`config.mk`:
```
export PLATFORM = sky130hd
export DESIGN_NAME = spi_display_driver
export DESIGN_NICKNAME = d
export VERILOG_FILES = /design/src/rtl/spi_display_pkg.sv /design/src/rtl/spi_display_driver_tx.sv /design/src/rtl/spi_display_driver.sv
export SDC_FILE = /design/constraint.sdc
export NUM_CORES = 1
export LEC_CHECK = 0
export ABC_AREA = 0
export ABC_CLOCK_PERIOD_IN_PS = 4500
export CORE_MARGIN = 4
export CORE_UTILIZATION = 60
export CTS_CLUSTER_SIZE = 8
export DETAILED_ROUTE_END_ITERATION = 8
export HOLD_SLACK_MARGIN = 0.03
export PLACE_DENSITY = 0.91
export SLEW_MARGIN = 20
export SYNTH_ARGS = -nofsm -noshare
export SYNTH_HDL_FRONTEND = slang
export SYNTH_SLANG_ARGS = --single-unit
```
`constraint.sdc`:
```
create_clock -name clk -period 4.5 [get_ports clk]
set_clock_uncertainty 0.15 [all_clocks]
set_input_delay 0.675 -clock clk [delete_from_list [all_inputs] [get_ports clk]]
set_output_delay 0.675 -clock clk [all_outputs]
set_load 0.005 [all_outputs]
```
`src/rtl/spi_display_pkg.sv`:
```
// Shared constants and state encodings for the MAX7219-class display driver.
package spi_display_pkg;

    localparam logic [7:0] REG_DIGIT0 = 8'h01;
    localparam logic [7:0] REG_DECODE = 8'h09;
    localparam logic [7:0] REG_INTENS = 8'h0A;
    localparam logic [7:0] REG_SCAN   = 8'h0B;
    localparam logic [7:0] REG_SHUTDN = 8'h0C;
    localparam logic [7:0] REG_TEST   = 8'h0F;

    localparam int INIT_FRAMES = 5;

    // Sequencer (INIT / IDLE / refresh running) and serializer (IDLE / SHIFT / GAP).
    typedef enum logic [1:0] {
        SEQ_INIT,
        SEQ_IDLE,
        SEQ_REFRESH
    } seq_state_e;

    typedef enum logic [1:0] {
        ST_IDLE,
        ST_SHIFT,
        ST_GAP
    } tx_state_e;

    function automatic logic [15:0] make_frame(input logic [7:0] addr, input logic [7:0] data);
        return {addr, data};
    endfunction

endpackage

```
`src/rtl/spi_display_driver_tx.sv`:
```
// 16-bit SPI mode-0 frame serializer: MSB first, CS_n framing, one CLK_DIV gap.
module spi_frame_tx
    import spi_display_pkg::*;
#(
    parameter int CLK_DIV = 4
) (
    input  logic        clk,
    input  logic        rst_n,
    input  logic        start_i,
    input  logic [15:0] word_i,
    output logic        idle_o,
    output logic        done_o,
    output logic        sclk_o,
    output logic        mosi_o,
    output logic        cs_n_o
);

    localparam int DIV_W = $clog2(CLK_DIV + 1);
    localparam logic [DIV_W-1:0] DIV_LAST = DIV_W'(CLK_DIV - 1);

    tx_state_e        state_q, state_d;
    logic [DIV_W-1:0] div_q, div_d;
    logic [3:0]       bit_q, bit_d;
    logic [15:0]      sr_q, sr_d;
    logic             sclk_q, sclk_d;
    logic             mosi_q, mosi_d;
    logic             cs_n_q, cs_n_d;
    logic             div_wrap;

    assign div_wrap = (div_q == DIV_LAST);
    assign idle_o   = (state_q == ST_IDLE);
    // A start accepted in the last GAP cycle chains frames with no idle cycle.
    assign done_o   = (state_q == ST_GAP) && div_wrap;
    assign sclk_o   = sclk_q;
    assign mosi_o   = mosi_q;
    assign cs_n_o   = cs_n_q;

    always_ff @(posedge clk or negedge rst_n) begin
        if (!rst_n) begin
            state_q <= ST_IDLE;
            div_q   <= '0;
            bit_q   <= '0;
            sr_q    <= '0;
            sclk_q  <= 1'b0;
            mosi_q  <= 1'b0;
            cs_n_q  <= 1'b1;
        end else begin
            state_q <= state_d;
            div_q   <= div_d;
            bit_q   <= bit_d;
            sr_q    <= sr_d;
            sclk_q  <= sclk_d;
            mosi_q  <= mosi_d;
            cs_n_q  <= cs_n_d;
        end
    end

    always_comb begin
        state_d = state_q;
        div_d   = div_wrap ? '0 : div_q + 1'b1;
        bit_d   = bit_q;
        sr_d    = sr_q;
        sclk_d  = sclk_q;
        mosi_d  = mosi_q;
        cs_n_d  = cs_n_q;
        case (state_q)
            ST_IDLE: begin
                div_d = '0;
                if (start_i) begin
                    state_d = ST_SHIFT;
                    sr_d    = word_i;
                    bit_d   = 4'd15;
                    mosi_d  = word_i[15];
                    cs_n_d  = 1'b0;
                    sclk_d  = 1'b0;
                end
            end
            ST_SHIFT: begin
                if (div_wrap) begin
                    if (!sclk_q) begin
                        sclk_d = 1'b1;
                    end else if (bit_q == 4'd0) begin
                        state_d = ST_GAP;
                        sclk_d  = 1'b0;
                        cs_n_d  = 1'b1;
                        mosi_d  = 1'b0;
                    end else begin
                        bit_d  = bit_q - 4'd1;
                        sclk_d = 1'b0;
                        sr_d   = sr_q << 1;
                        mosi_d = sr_q[14];
                    end
                end
            end
            ST_GAP: begin
                if (div_wrap) begin
                    if (start_i) begin
                        state_d = ST_SHIFT;
                        sr_d    = word_i;
                        bit_d   = 4'd15;
                        mosi_d  = word_i[15];
                        cs_n_d  = 1'b0;
                        sclk_d  = 1'b0;
                    end else begin
                        state_d = ST_IDLE;
                    end
                end
            end
            default: state_d = ST_IDLE;
        endcase
    end

endmodule

```
`src/rtl/spi_display_driver.sv`:
```
// Stopwatch display driver: controller init after reset, then snapshot-based digit refreshes.
module spi_display_driver
    import spi_display_pkg::*;
#(
    parameter int NUM_DIGITS = 6,
    parameter int CLK_DIV    = 4,
    parameter int INTENSITY  = 8
) (
    input  logic                    clk,
    input  logic                    rst_n,
    input  logic [4*NUM_DIGITS-1:0] digits,
    input  logic [NUM_DIGITS-1:0]   dp,
    input  logic                    update,
    output logic                    busy,
    output logic                    clk_SPI,
    output logic                    MOSI,
    output logic                    CS_n
);

    localparam logic [7:0] DECODE_MASK = 8'((1 << NUM_DIGITS) - 1);
    localparam logic [7:0] SCAN_LIMIT  = 8'(NUM_DIGITS - 1);
    localparam logic [2:0] LAST_INIT   = 3'(INIT_FRAMES - 1);
    localparam logic [2:0] LAST_DIGIT  = 3'(NUM_DIGITS - 1);

    seq_state_e              state_q, state_d;
    logic [2:0]              idx_q, idx_d;
    logic                    pend_q, pend_d;
    logic [4*NUM_DIGITS-1:0] snap_dig_q, snap_dig_d;
    logic [NUM_DIGITS-1:0]   snap_dp_q, snap_dp_d;
    logic                    tx_start, tx_idle, tx_done;
    logic [15:0]             tx_word;
    logic [2:0]              idx_nxt;
    logic                    launch, seq_end;

    function automatic logic [15:0] init_word(input logic [2:0] i);
        case (i)
            3'd0:    return make_frame(REG_TEST, 8'h00);
            3'd1:    return make_frame(REG_DECODE, DECODE_MASK);
            3'd2:    return make_frame(REG_SCAN, SCAN_LIMIT);
            3'd3:    return make_frame(REG_INTENS, {4'h0, 4'(INTENSITY)});
            default: return make_frame(REG_SHUTDN, 8'h01);
        endcase
    endfunction

    function automatic logic [15:0] digit_word(input logic [2:0] i,
                                               input logic [4*NUM_DIGITS-1:0] dig,
                                               input logic [NUM_DIGITS-1:0] pnt);
        logic [31:0] dig8;
        logic [7:0]  pnt8;
        dig8 = 32'(dig);
        pnt8 = 8'(pnt);
        return make_frame(REG_DIGIT0 + 8'(i), {pnt8[i], 3'b000, dig8[{i, 2'b00} +: 4]});
    endfunction

    assign busy = (state_q != SEQ_IDLE);

    always_ff @(posedge clk or negedge rst_n) begin
        if (!rst_n) begin
            state_q    <= SEQ_INIT;
            idx_q      <= '0;
            pend_q     <= 1'b0;
            snap_dig_q <= '0;
            snap_dp_q  <= '0;
        end else begin
            state_q    <= state_d;
            idx_q      <= idx_d;
            pend_q     <= pend_d;
            snap_dig_q <= snap_dig_d;
            snap_dp_q  <= snap_dp_d;
        end
    end

    always_comb begin
        state_d    = state_q;
        idx_d      = idx_q;
        pend_d     = pend_q;
        snap_dig_d = snap_dig_q;
        snap_dp_d  = snap_dp_q;
        tx_start   = 1'b0;
        tx_word    = init_word(3'd0);
        idx_nxt    = idx_q + 3'd1;
        launch     = 1'b0;
        seq_end    = 1'b0;
        case (state_q)
            SEQ_INIT: begin
                if (tx_idle) begin
                    tx_start = 1'b1;
                    tx_word  = init_word(3'd0);
                    idx_d    = '0;
                end else if (tx_done) begin
                    if (idx_q != LAST_INIT) begin
                        tx_start = 1'b1;
                        tx_word  = init_word(idx_nxt);
                        idx_d    = idx_nxt;
                    end else begin
                        seq_end = 1'b1;
                    end
                end
            end
            SEQ_IDLE: launch = update;
            SEQ_REFRESH: begin
                if (tx_done) begin
                    if (idx_q != LAST_DIGIT) begin
                        tx_start = 1'b1;
                        tx_word  = digit_word(idx_nxt, snap_dig_q, snap_dp_q);
                        idx_d    = idx_nxt;
                    end else begin
                        seq_end = 1'b1;
                    end
                end
            end
            default: state_d = SEQ_INIT;
        endcase

        if (seq_end) begin
            if (pend_q || update) launch = 1'b1;
            else                  state_d = SEQ_IDLE;
        end

        // Frame 0 comes straight from the live inputs captured into the snapshot on this edge.
        if (launch) begin
            tx_start   = 1'b1;
            tx_word    = digit_word(3'd0, digits, dp);
            snap_dig_d = digits;
            snap_dp_d  = dp;
            idx_d      = '0;
            pend_d     = 1'b0;
            state_d    = SEQ_REFRESH;
        end else if (update && state_q != SEQ_IDLE) begin
            pend_d = 1'b1;
        end
    end

    spi_frame_tx #(
        .CLK_DIV(CLK_DIV)
    ) u_tx (
        .clk     (clk),
        .rst_n   (rst_n),
        .start_i (tx_start),
        .word_i  (tx_word),
        .idle_o  (tx_idle),
        .done_o  (tx_done),
        .sclk_o  (clk_SPI),
        .mosi_o  (MOSI),
        .cs_n_o  (CS_n)
    );

endmodule

```
==> metrics, run 1 <==
total of max-cap violations=0; PortBufs=36; Die Y=around 82 um; TritonCTS buffer count=9; max layer used=met4; Starting Density=0.630; DRT Pass-1 Iters=4; Critical Path Fanout Max=19; Mapped Area=approximately 0.0033 mm^2; H-Tree Depth=3; initial antenna violation count=0; leakage=about 0.0018 uW; ANT nets after route=0; Top FF cell, synth=dfrtp_1; Post-Layout Cell Count=between 400 and 500; Cells after Synth=approximately 340; Power Dens Cells=between 200 and 300 mW/mm^2; setup repair bufs after CTS=0; Via Count=around 2600; Synth Area in Compound Gates=0.151; RSZ-0062 raised after global routing=no; post-placement cell count=~430; initial drt markers=214; row cnt=26; Chip Width=81.9 um; drt total wl=about 7.2 mm; Avg Inst Size Synth=around 9.7 um^2; Final Hold Viols=0; YS warnings=0; Vias per Instance=5.85; Final setup viols=0; Setup Crit Path Kind=flop to flop; Synth Area in Simple Gates=0.233; Worst-Margin Slew=approximately 0.85 ns; first-pass GRT wire length=approximately 12 mm; largest net degree at the start of global routing=33; Hold Crit Class=input pin to async pin; Routed met1 length=~3.1 mm; crit path time final=about 3.3 ns; post-synthesis xor/xnor area fraction=0.00267; WL met2=3.55 mm; Distinct cells, synth=63; Layout fillers=about 380; Seq/Total Area, Yosys=0.481; WL met3=385 um; hold_ws=approximately 0.23 ns; fin. max-slew vios=0; final setup TNS=0 ns; worst endpoint required time=4.53 ns; Post-synth EDFFs=0; root buffer cell=clkbuf_8; post-synthesis mux area share=0.0603; Setup crit end kind=flop; flop-to-flop setup slack=1.17 ns; count of state elements after synthesis=63; total clock sinks=63; vias in the first global route=between 2000 and 3000; DRC violation count after routing=0; reg2reg end=u_tx.sr_q[10]; grt ovf=0; clk_lat worst skew=about 0.34 ns; DP HPWL=roughly 5 mm; Tot Pwr=between 1000 and 1500 uW; number of diodes=0; fraction of registers with async set or reset after synthesis=1.00; syn_nets=379; GRT Overall Usage=0.239; nets=between 400 and 500; part of the cycle the worst path needs=0.741; VDD IR max=between 0.15 and 0.2 mV; main combinational cell family by area after synthesis=simple AND/OR/NAND/NOR gates; num ports=37; RR Startpoint=idx_q[0]; Worst-path clk slew=approximately 0.070 ns; normalized max-slew margin=0.436; crit start category=flop; Area Growth Syn to Fin=16.6%; core area=about 0.0052 mm^2; Crit path arrival time=~3.4 ns; maximum clock frequency=~300 MHz; TritonCTS clock tree=done; Post-Synth Adder-Cell Area=0.0336; die area=between 0.006 and 0.007 mm^2; Wirelength per Cell=16.1 um; GPL Wtd Cong=0.939; cts hold-fix bufs=0; CTS resizes=0; layout cells sized above 1=0.117; CTS Buffer Depth=2; outcome=complete, no violations; FF-to-FF path depth=7
-- worst max-delay path by stage --
| stage | startpoint | endpoint | slack [ns] |
|---|---|---|---|
| floorplan | idx_q[0] | u_tx.bit_q[3] | 1.65 |
| global placement | idx_q[0] | u_tx.sr_q[5] | 1.34 |
| detailed placement | idx_q[0] | u_tx.sr_q[10] | 1.14 |
| CTS | idx_q[0] | u_tx.sr_q[10] | 1.12 |
| global route | idx_q[0] | u_tx.sr_q[10] | 0.91 |
| finish | idx_q[0] | u_tx.sr_q[10] | 1.17 |
-- synthesized netlist by cell type, types with 2 or more instances --
master	instances	area (um^2)
dfrtp_1	62	1550
nand2b_4	2	27.5
a21oi_1	13	65.1
a31oi_1	5	31.3
buf_6	3	33.8
o22ai_1	2	12.5
o21a_1	2	15.0
clkbuf_1	5	18.8
a22o_1	7	61.3
nand2b_1	3	18.8
nor3b_1	5	37.5
o211ai_1	3	22.5
nand2_1	106	398
nor3_1	8	40.0
mux4_2	5	113
buf_2	7	35.0
nor2_1	22	82.6
nor2b_1	3	18.8
inv_1	6	22.5
ha_1	8	100
o21ai_0	6	30.0
and2_1	3	18.8
mux2i_1	6	60.1
and3_1	3	18.8
nand3_1	5	25.0
-- registers in the layout, summed over array words and instances, names as in the netlist --
register / flops
snap_dp_q: 6
state_q: 2
u_tx.cs_n_o: 1
u_tx.sclk_o: 1
u_tx.bit_q: 4
pend_q: 1
snap_dig_q: 24
u_tx.state_q: 2
idx_q: 3
u_tx.sr_q: 15
u_tx.div_q: 3
u_tx.mosi_o: 1
-- report_power, final --
| group | switching [uW] | internal [uW] |
|---|---|---|
| sequential | 0.0000000000000218 | 566 |
| clock | 211 | 209 |
| combinational | 15.0 | 24.4 |
| total | 226 | 799 |
-- cell type report --
class | instances | area (um^2) | share of cell area
inverter | 7 | 26.3 | 0.00687
multi-input combinational | 251 | 1580 | 0.412
sequential | 63 | 1580 | 0.412
timing repair buffer | 41 | 393 | 0.103
clock inverter | 4 | 22.5 | 0.00589
tap | 70 | 87.6 | 0.0229
clock buffer | 11 | 141 | 0.0370
-- worst max-delay path, stage by stage (launching register included) --
cell and delay (ns):
dfrtp_1 0.90, inv_1 0.15, ha_1 0.30, mux2i_2 0.31, nor4_4 0.09, a22o_1 0.43
o21ai_2 0.63, o21ai_0 0.22
-- cell families (layout without fill, tap and decap cells) --
| logic type | count (synthesis) | after routing |
|---|---|---|
| xor gates and xnor gates | 1 | 1 |
| DFF | 63 | 63 |
| and+or+nand+nor | 165 | 165 |
| buffers and inverters | 24 | 63 |
| adders and majority gates | 9 | 9 |
| AOI/OAI and AO/OA | 63 | 63 |
| muxes | 13 | 13 |
-- per-layer routing --
metal  global-route usage  up-vias
met4                0.105        0
met1                0.310     1257
met2                0.398       95
li1                     -     1241
met5                    0        -
met3               0.0373       21
-- cells in the final DEF (no fill, tap or decap), drive strengths merged, types with 3 or more instances in the layout --
master	n
and2	3
a21oi	14
o21ai	7
a22o	7
nor2	22
nand2	106
o211ai	3
nor3b	5
dfrtp	62
buf	6
nand3	5
nor2b	3
clkbuf	11
clkinv	3
ha	8
a31oi	6
nor3	8
mux4	5
nand2b	6
inv	7
mux2i	7
and3	3
clkdlybuf4s50	35
-- through the flow --
stage               utilization  setup WS [ns]  cell area [um^2]
floorplan                     -           1.65              3280
global placement          0.703           1.34              3660
detailed placement        0.703           1.14              3660
CTS                       0.735           1.12              3820
global route              0.735          0.913              3820
finish                    0.735           1.17              3820
(Power assumes the default switching activity.)
==> run 2, diff against run 1 <==
--- a/config.mk
+++ b/config.mk
@@ -6,13 +6,13 @@
 export NUM_CORES = 1
 export LEC_CHECK = 0
 export ABC_AREA = 0
-export ABC_CLOCK_PERIOD_IN_PS = 4500
+export ABC_CLOCK_PERIOD_IN_PS = 2700
 export CORE_MARGIN = 4
-export CORE_UTILIZATION = 60
+export CORE_UTILIZATION = 51
 export CTS_CLUSTER_SIZE = 8
 export DETAILED_ROUTE_END_ITERATION = 8
 export HOLD_SLACK_MARGIN = 0.03
-export PLACE_DENSITY = 0.91
+export PLACE_DENSITY = 0.83
 export SLEW_MARGIN = 20
 export SYNTH_ARGS = -nofsm -noshare
 export SYNTH_HDL_FRONTEND = slang
==> constraint.sdc (replaced) <==
create_clock -name clk -period 2.7 [get_ports clk]
set_clock_uncertainty 0.15 [all_clocks]
set_input_delay 0.405 -clock clk [delete_from_list [all_inputs] [get_ports clk]]
set_output_delay 0.405 -clock clk [all_outputs]
set_load 0.005 [all_outputs]
==> run 2 against run 1 <==
- clock power increased by 67%
- cell area increased by 2.4%
- combinational power increased by 78%
- setup slack got worse by 0.93 ns
- sequential power increased by 67%
- wire length increased by 1.6%
- sequential cell count unchanged
==> metrics, run 2 (synthesis results as in run 1) <==
drt total wl=7.32 mm (was 7.21 mm); FF-to-FF path depth=9 (was 7); slowest stage delay, CP=0.43 ns (was 0.90 ns); part of the cycle the worst path needs=0.912 (was 0.741); Die Y=88.2 um (was 81.9 um); worst endpoint required time=2.78 ns (was 4.53 ns); fin. max-slew vios=0 (unchanged); initial antenna violation count=0 (unchanged); initial drt markers=185 (was 214); Crit path arrival time=2.54 ns (was 3.37 ns); Power Dens Cells=438 mW/mm^2 (was 268 mW/mm^2); Final setup viols=0 (unchanged); TritonCTS buffer count=9 (unchanged); Util after Layout=0.642 (was 0.735); layout cells sized above 1=0.132 (was 0.117); leakage=0.00184 uW (was 0.00180 uW); Top reg by flops=snap_dig_q (unchanged); Vias per Instance=5.63 (was 5.85); outcome=complete, no violations (unchanged); reg2reg end=u_tx.sr_q[0] (was u_tx.sr_q[10]); Worst-Margin Slew=0.596 ns (was 0.845 ns); max FFs per register=24 (unchanged); Setup crit end kind=flop (unchanged); commonest non-fill, non-tap cell in the layout=nand2_1 (unchanged); nets=423 (was 414); DP HPWL=5.38 mm (was 5.11 mm); RSZ-0062 raised after global routing=no (unchanged); min-delay src=u_tx.div_q[0]; Setup WS post-layout=0.239 ns (was 1.17 ns); clk_lat worst skew=0.34 ns (about the same); most frequent cells in the layout=nand2_1 (106), dfrtp_1 (62), clkdlybuf4s50_1 (35) (unchanged); GRT Overall Usage=0.210 (was 0.239); root buffer cell=clkbuf_8 (unchanged); Wirelength per Cell=15.9 um (was 16.1 um); CP dominant cell by count=a22o_1; crit start category=flop (unchanged); CP delay by family, top=compound AO/OA/AOI/OAI gates (unchanged); Setup Crit Path Kind=flop to flop (unchanged); Layout fillers=510 (was 378); VDD IR max=0.329 mV (was 0.191 mV); largest net degree at the start of global routing=40 (was 33); Worst-path clk slew=0.07 ns (about the same); Hold Path Stages=1; Worst Hold End=u_tx.div_q[0]; CTS resizes=0 (unchanged); number of diodes=0 (unchanged); Slowest-stage cell, CP=dfrtp_1 (unchanged); CP bufs+invs=2 (was 1); hold_ws=0.291 ns (was 0.228 ns); H-Tree Depth=3 (unchanged); Top Registers=snap_dig_q (24), u_tx.sr_q (15), snap_dp_q (6) (unchanged); total of max-cap violations=0 (unchanged); Area Growth Syn to Fin=19.4% (was 16.6%); grt ovf=0 (unchanged); core area=0.00610 mm^2 (was 0.00520 mm^2); total clock sinks=63 (unchanged); row cnt=28 (was 26); setup repair bufs after CTS=0 (unchanged); Final Hold Viols=0 (unchanged); Hold Crit Class=flop to flop (was input pin to async pin); ANT nets after route=0 (unchanged); normalized max-slew margin=0.602 (was 0.436); first-pass GRT wire length=12.5 mm (was 12.0 mm); Critical Path Fanout Max=19 (unchanged); DRT Pass-1 Iters=4 (unchanged); crit path time final=2.46 ns (was 3.33 ns); TritonCTS clock tree=done (unchanged); Chip Width=88.2 um (was 81.9 um); pre-CTS worst setup slack=0.242 ns (was 1.14 ns); vias in the first global route=2615 (was 2574); Starting Density=0.538 (was 0.630); CTS Buffer Depth=2 (unchanged); maximum clock frequency=406 MHz (was 300 MHz); DRC violation count after routing=0 (unchanged); CP cell instances=inv_1 -> ha_1 -> mux2i_2 -> nor4_4 -> a22o_1 -> buf_4 -> a22oi_1 -> o211ai_1 -> a22o_1 (was inv_1 -> ha_1 -> mux2i_2 -> nor4_4 -> a22o_1 -> o21ai_2 -> o21ai_0); num ports=37 (unchanged); Tot Pwr=1720 uW (was 1030 uW); flop-to-flop setup slack=0.24 ns (was 1.17 ns); GPL Wtd Cong=0.933 (was 0.939); final setup TNS=0 ns (unchanged); PortBufs=36 (unchanged); die area=0.00778 mm^2 (was 0.00671 mm^2); RR Startpoint=idx_q[0] (unchanged); Via Count=2596 (was 2614)
run 2: cell count changes in the layout (fill, tap and decap cells not counted), sizes merged:
cell	delta
clkinv	-2
clkinvlp	+1
dlygate4sd3	+1
clkbuf	+1
buf	+8
run 2: worst reg2reg max path: cells and delay by family (launching register included):
family	cells	cell delay [ns]
AO/OA/AOI/OAI	4	0.81
adder cells (fa/ha/maj)	1	0.25
buffers and inverters	2	0.31
flip-flops	1	0.43
multiplexers	1	0.31
AND/OR/NAND/NOR	1	0.10
run 2: worst max path at each step:
stage / startpoint / end / slack, ns / cells after the start
after floorplan: idx_q[0] / u_tx.bit_q[3] / 0.02 / 12
after global routing: idx_q[0] / u_tx.sr_q[1] / 0.06 / 9
final: idx_q[0] / u_tx.sr_q[0] / 0.24 / 9
after CTS: idx_q[0] / u_tx.sr_q[0] / 0.24 / 9
after global placement: idx_q[0] / u_tx.sr_q[0] / 0.36 / 9
after detailed placement: idx_q[0] / u_tx.sr_q[0] / 0.24 / 9
run 2: per-layer routing:
layer	wire length [um]	global-route usage	vias up
met1	3140	0.265	1242
met2	3590	0.351	83
li1	-	-	1263
met5	0	0	-
met4	87	0.0577	0
met3	509	0.0659	8
run 2: layout make-up:
| cell class | instances | area (um^2) | area share |
|---|---|---|---|
| Clock buffer | 12 | 145 | 0.0371 |
| Inverter | 7 | 26.3 | 0.00671 |
| Tap cell | 75 | 93.8 | 0.0240 |
| Multi-Input combinational cell | 251 | 1580 | 0.403 |
| Sequential cell | 63 | 1580 | 0.403 |
| Clock inverter | 3 | 20.0 | 0.00511 |
| Timing Repair Buffer | 50 | 475 | 0.121 |
run 2: power breakdown:
part           internal (uW)  leakage [uW]      switching [uW]
sequential               944      0.000821  0.0000000000000328
clock                    352     0.0000785                 350
combinational           43.7      0.000941                26.3
total                   1340       0.00184                 376
run 2: through the flow:
step	cell area (um^2)	std cells
2_1_floorplan	3280	338
5_1_grt	3920	461
4_1_cts	3920	461
3_3_place_gp	3740	445
3_5_place_dp	3740	445
6_report	3920	461
run 2: repair_timing:
item,in CTS,in global routing
hold buffers,1,0
endpoints found under the setup margin,0,0
endpoints found under the hold margin,23,0
==> run 3, diff against run 2 <==
--- a/config.mk
+++ b/config.mk
@@ -5,7 +5,7 @@
 export SDC_FILE = /design/constraint.sdc
 export NUM_CORES = 1
 export LEC_CHECK = 0
-export ABC_AREA = 0
+export ABC_AREA = 1
 export ABC_CLOCK_PERIOD_IN_PS = 2700
 export CORE_MARGIN = 4
 export CORE_UTILIZATION = 51
==> run 3 against run 2 <==
- critical path depth increased by 2
- cell count increased by 27%
- highest routed layer unchanged
- synthesized cell count increased by 37%
- worst hold slack improved by 0.0033 ns
- die area increased by 3.5%
- sequential share of layout area decreased by 1.2 points
- critical endpoint is now snap_dig_q[10]
- global-route usage decreased by 1.2 points
- critical path type unchanged
- count of clock-buffer cells in the layout decreased by 3
==> metrics, run 3 <==
vias in the first global route=2899 (was 2615); crit path time final=2.40 ns (was 2.46 ns); Wirelength per Cell=12.7 um (was 15.9 um); DP HPWL=5.50 mm (was 5.38 mm); DRT Pass-1 Iters=5 (was 4); first-pass GRT wire length=13.0 mm (was 12.5 mm); Top FF cell, synth=dfrtp_1 (unchanged); Post-synth top cells=nand2_1 (191), dfrtp_1 (62), inv_1 (52) (was nand2_1 (106), dfrtp_1 (62), nor2_1 (22)); clk_lat worst skew=0.34 ns (about the same); final setup TNS=0 ns (unchanged); slowest stage delay, CP=0.42 ns (was 0.43 ns); Cells after Synth=463 (was 338); Setup Crit Path Kind=flop to flop (unchanged); Final setup viols=0 (unchanged); min-delay src=u_tx.div_q[0] (unchanged); hold_ws=0.294 ns (was 0.291 ns); number of diodes=0 (unchanged); Slowest-stage cell, CP=dfrtp_1 (unchanged); outcome=complete, no violations (unchanged); ANT nets after route=0 (unchanged); Placed Area=0.00385 mm^2 (was 0.00374 mm^2); Crit path arrival time=2.51 ns (was 2.54 ns); Hold Crit Class=flop to flop (unchanged); top cells by area, synth=dfrtp_1 (46%), nand2_1 (21%), inv_1 (5.7%) (was dfrtp_1 (47%), nand2_1 (12%), mux4_2 (3.4%)); share of the synthesized area in the top cell type=0.456 (was 0.473); root buffer cell=clkbuf_8 (unchanged); Post-synth EDFFs=0 (unchanged); VDD IR max=0.411 mV (was 0.329 mV); setup repair bufs after CTS=0 (unchanged); RSZ-0062 raised after global routing=no (unchanged); Top Registers=snap_dig_q (24), u_tx.sr_q (15), snap_dp_q (6) (unchanged); Mapped Area=0.00341 mm^2 (was 0.00328 mm^2); fraction of registers with async set or reset after synthesis=1.00 (unchanged); initial drt markers=298 (was 185); Distinct cells, synth=32 (was 63); nets=546 (was 423); PortBufs=36 (unchanged); CP bufs+invs=3 (was 2); cell taking the most area after synthesis=dfrtp_1 (unchanged); Chip Width=89.7 um (was 88.2 um); Hold Path Stages=1 (unchanged); layout cells sized above 1=0.100 (was 0.132); total of max-cap violations=0 (unchanged); Top reg by flops=snap_dig_q (unchanged); Area Growth Syn to Fin=18.6% (was 19.4%); max FFs per register=24 (unchanged); crit start category=flop (unchanged); reg2reg end=snap_dig_q[10] (was u_tx.sr_q[0]); Critical Path Stages=11 (was 9); CP delay by family, top=simple AND/OR/NAND/NOR gates (was compound AO/OA/AOI/OAI gates); Final Hold Viols=0 (unchanged); GRT Overall Usage=0.198 (was 0.210); Setup crit end kind=flop (unchanged); CTS Buffer Depth=2 (unchanged); most frequent cells in the layout=nand2_1 (191), dfrtp_1 (62), inv_1 (52) (was nand2_1 (106), dfrtp_1 (62), clkdlybuf4s50_1 (35)); GPL Wtd Cong=0.926 (was 0.933); Starting Density=0.530 (was 0.538); maximum clock frequency=416 MHz (was 406 MHz); top-count cell post-synth=nand2_1 (unchanged); CP cell instances=inv_1 -> ha_1 -> nand2_1 -> inv_1 -> nand2_1 -> nand2_1 -> nand3_1 -> nand2_1 -> buf_4 -> nand2_1 -> o21ai_0 (was inv_1 -> ha_1 -> mux2i_2 -> nor4_4 -> a22o_1 -> buf_4 -> a22oi_1 -> o211ai_1 -> a22o_1); RR Startpoint=idx_q[1] (was idx_q[0]); CP dominant cell by count=nand2_1 (was a22o_1); total clock sinks=63 (unchanged); flop-to-flop setup slack=0.30 ns (was 0.24 ns); fin. max-slew vios=0 (unchanged); largest net degree at the start of global routing=38 (was 40); count of state elements after synthesis=63 (unchanged); Die Y=89.7 um (was 88.2 um); Final Instance Area=0.00404 mm^2 (was 0.00392 mm^2); YS warnings=0 (unchanged); num ports=37 (unchanged); Vias per Instance=5.12 (was 5.63); commonest non-fill, non-tap cell in the layout=nand2_1 (unchanged); Critical Path Fanout Max=29 (was 19); H-Tree Depth=3 (unchanged); Worst Hold End=u_tx.div_q[0] (unchanged); initial antenna violation count=0 (unchanged); DRC violation count after routing=0 (unchanged); Avg Inst Size Synth=7.36 um^2 (was 9.70 um^2); drt total wl=7.45 mm (was 7.32 mm); TritonCTS buffer count=9 (unchanged); syn_nets=504 (was 379); leakage=0.00209 uW (was 0.00184 uW); Power Dens Cells=1100 mW/mm^2 (was 438 mW/mm^2); die area=0.00805 mm^2 (was 0.00778 mm^2); Via Count=3004 (was 2596); Worst-Margin Slew=0.635 ns (was 0.596 ns); grt ovf=0 (unchanged); Seq/Total Area, Yosys=0.463 (was 0.481); FF-to-FF path depth=11 (was 9); core area=0.00642 mm^2 (was 0.00610 mm^2); worst endpoint required time=2.80 ns (was 2.78 ns); part of the cycle the worst path needs=0.890 (was 0.912); normalized max-slew margin=0.577 (was 0.602); Worst-path clk slew=0.07 ns (about the same); row cnt=29 (was 28); TritonCTS clock tree=done (unchanged)
-- run 3: cell types whose count changed after synthesis, moves of 5 or more --
cell / delta
a22o_1: -7
a31oi_1: -5
o21ai_0: +32
inv_1: +46
mux2i_1: -6
mux4_2: -5
nand4_1: +5
nor3_1: -5
nor3b_1: -5
nand2_1: +85
a21oi_1: -5
inv_2: +5
nand3_1: +14
-- run 3: report_power, final --
group	internal [uW]	total (uW)	leakage (uW)	switching [uW]
sequential	1370	1590	0.000778	219
combinational	772	2130	0.00123	1360
clock	331	714	0.0000812	382
-- run 3: how the worst max path moves through the flow --
stage               startpoint              to  slack, ns
floorplan             idx_q[0]    u_tx.sr_q[1]       0.39
CTS                   idx_q[1]  snap_dig_q[10]       0.30
finish                idx_q[1]  snap_dig_q[10]       0.30
global route          idx_q[1]  snap_dig_q[10]       0.05
global placement        update    u_tx.sr_q[1]       0.37
detailed placement      update  snap_dig_q[10]       0.29
-- run 3: what timing repair did --
action,CTS,global route
hold buffers,1,0
endpoints found under the setup margin,0,0
gates resized for setup,0,0
endpoints found under the hold margin,25,0
-- run 3: cells by family (layout without fill, tap and decap cells) --
logic type | Yosys count | in the layout | synth area share
compound gates | 53 | 53 | 0.0856
xor+xnor | 1 | 1 | 0.00257
fa+ha+maj | 8 | 8 | 0.0294
flops | 63 | 63 | 0.463
buf+inv | 73 | 120 | 0.0871
simple gates | 265 | 265 | 0.332
-- run 3: final cells by class --
| cell class | count | area, um^2 |
|---|---|---|
| Fill cell | 555 | 2380 |
| Sequential cell | 63 | 1580 |
| Multi-Input combinational cell | 327 | 1530 |
| Timing Repair Buffer | 45 | 438 |
| Inverter | 59 | 221 |
| Clock buffer | 9 | 124 |
| Tap cell | 77 | 96.3 |
| Clock inverter | 7 | 50.0 |
-- run 3: through the flow --
step,power (uW),cells,util,setup slack (ns)
2_1_floorplan,3150,463,-,0.394
3_3_place_gp,3640,570,0.600,0.366
3_5_place_dp,3720,570,0.600,0.289
4_1_cts,4450,587,0.629,0.300
5_1_grt,4860,587,0.629,0.0490
6_report,4440,587,0.629,0.297
-- run 3: routing by layer --
metal	vias up	global-route usage	routed length [um]
met4	0	0.0639	101
met3	10	0.0534	384
li1	1518	-	-
met2	62	0.319	3570
met5	-	0	0
met1	1414	0.262	3390
-- run 3: worst register-to-register path, delay by kind of cell (launching register included) --
kind	cells	cell delay (ns)
AO/OA/AOI/OAI	1	0.09
adder cells (fa/ha/maj)	1	0.21
buffers and inverters	3	0.55
flip-flops	1	0.42
AND/OR/NAND/NOR	6	0.89
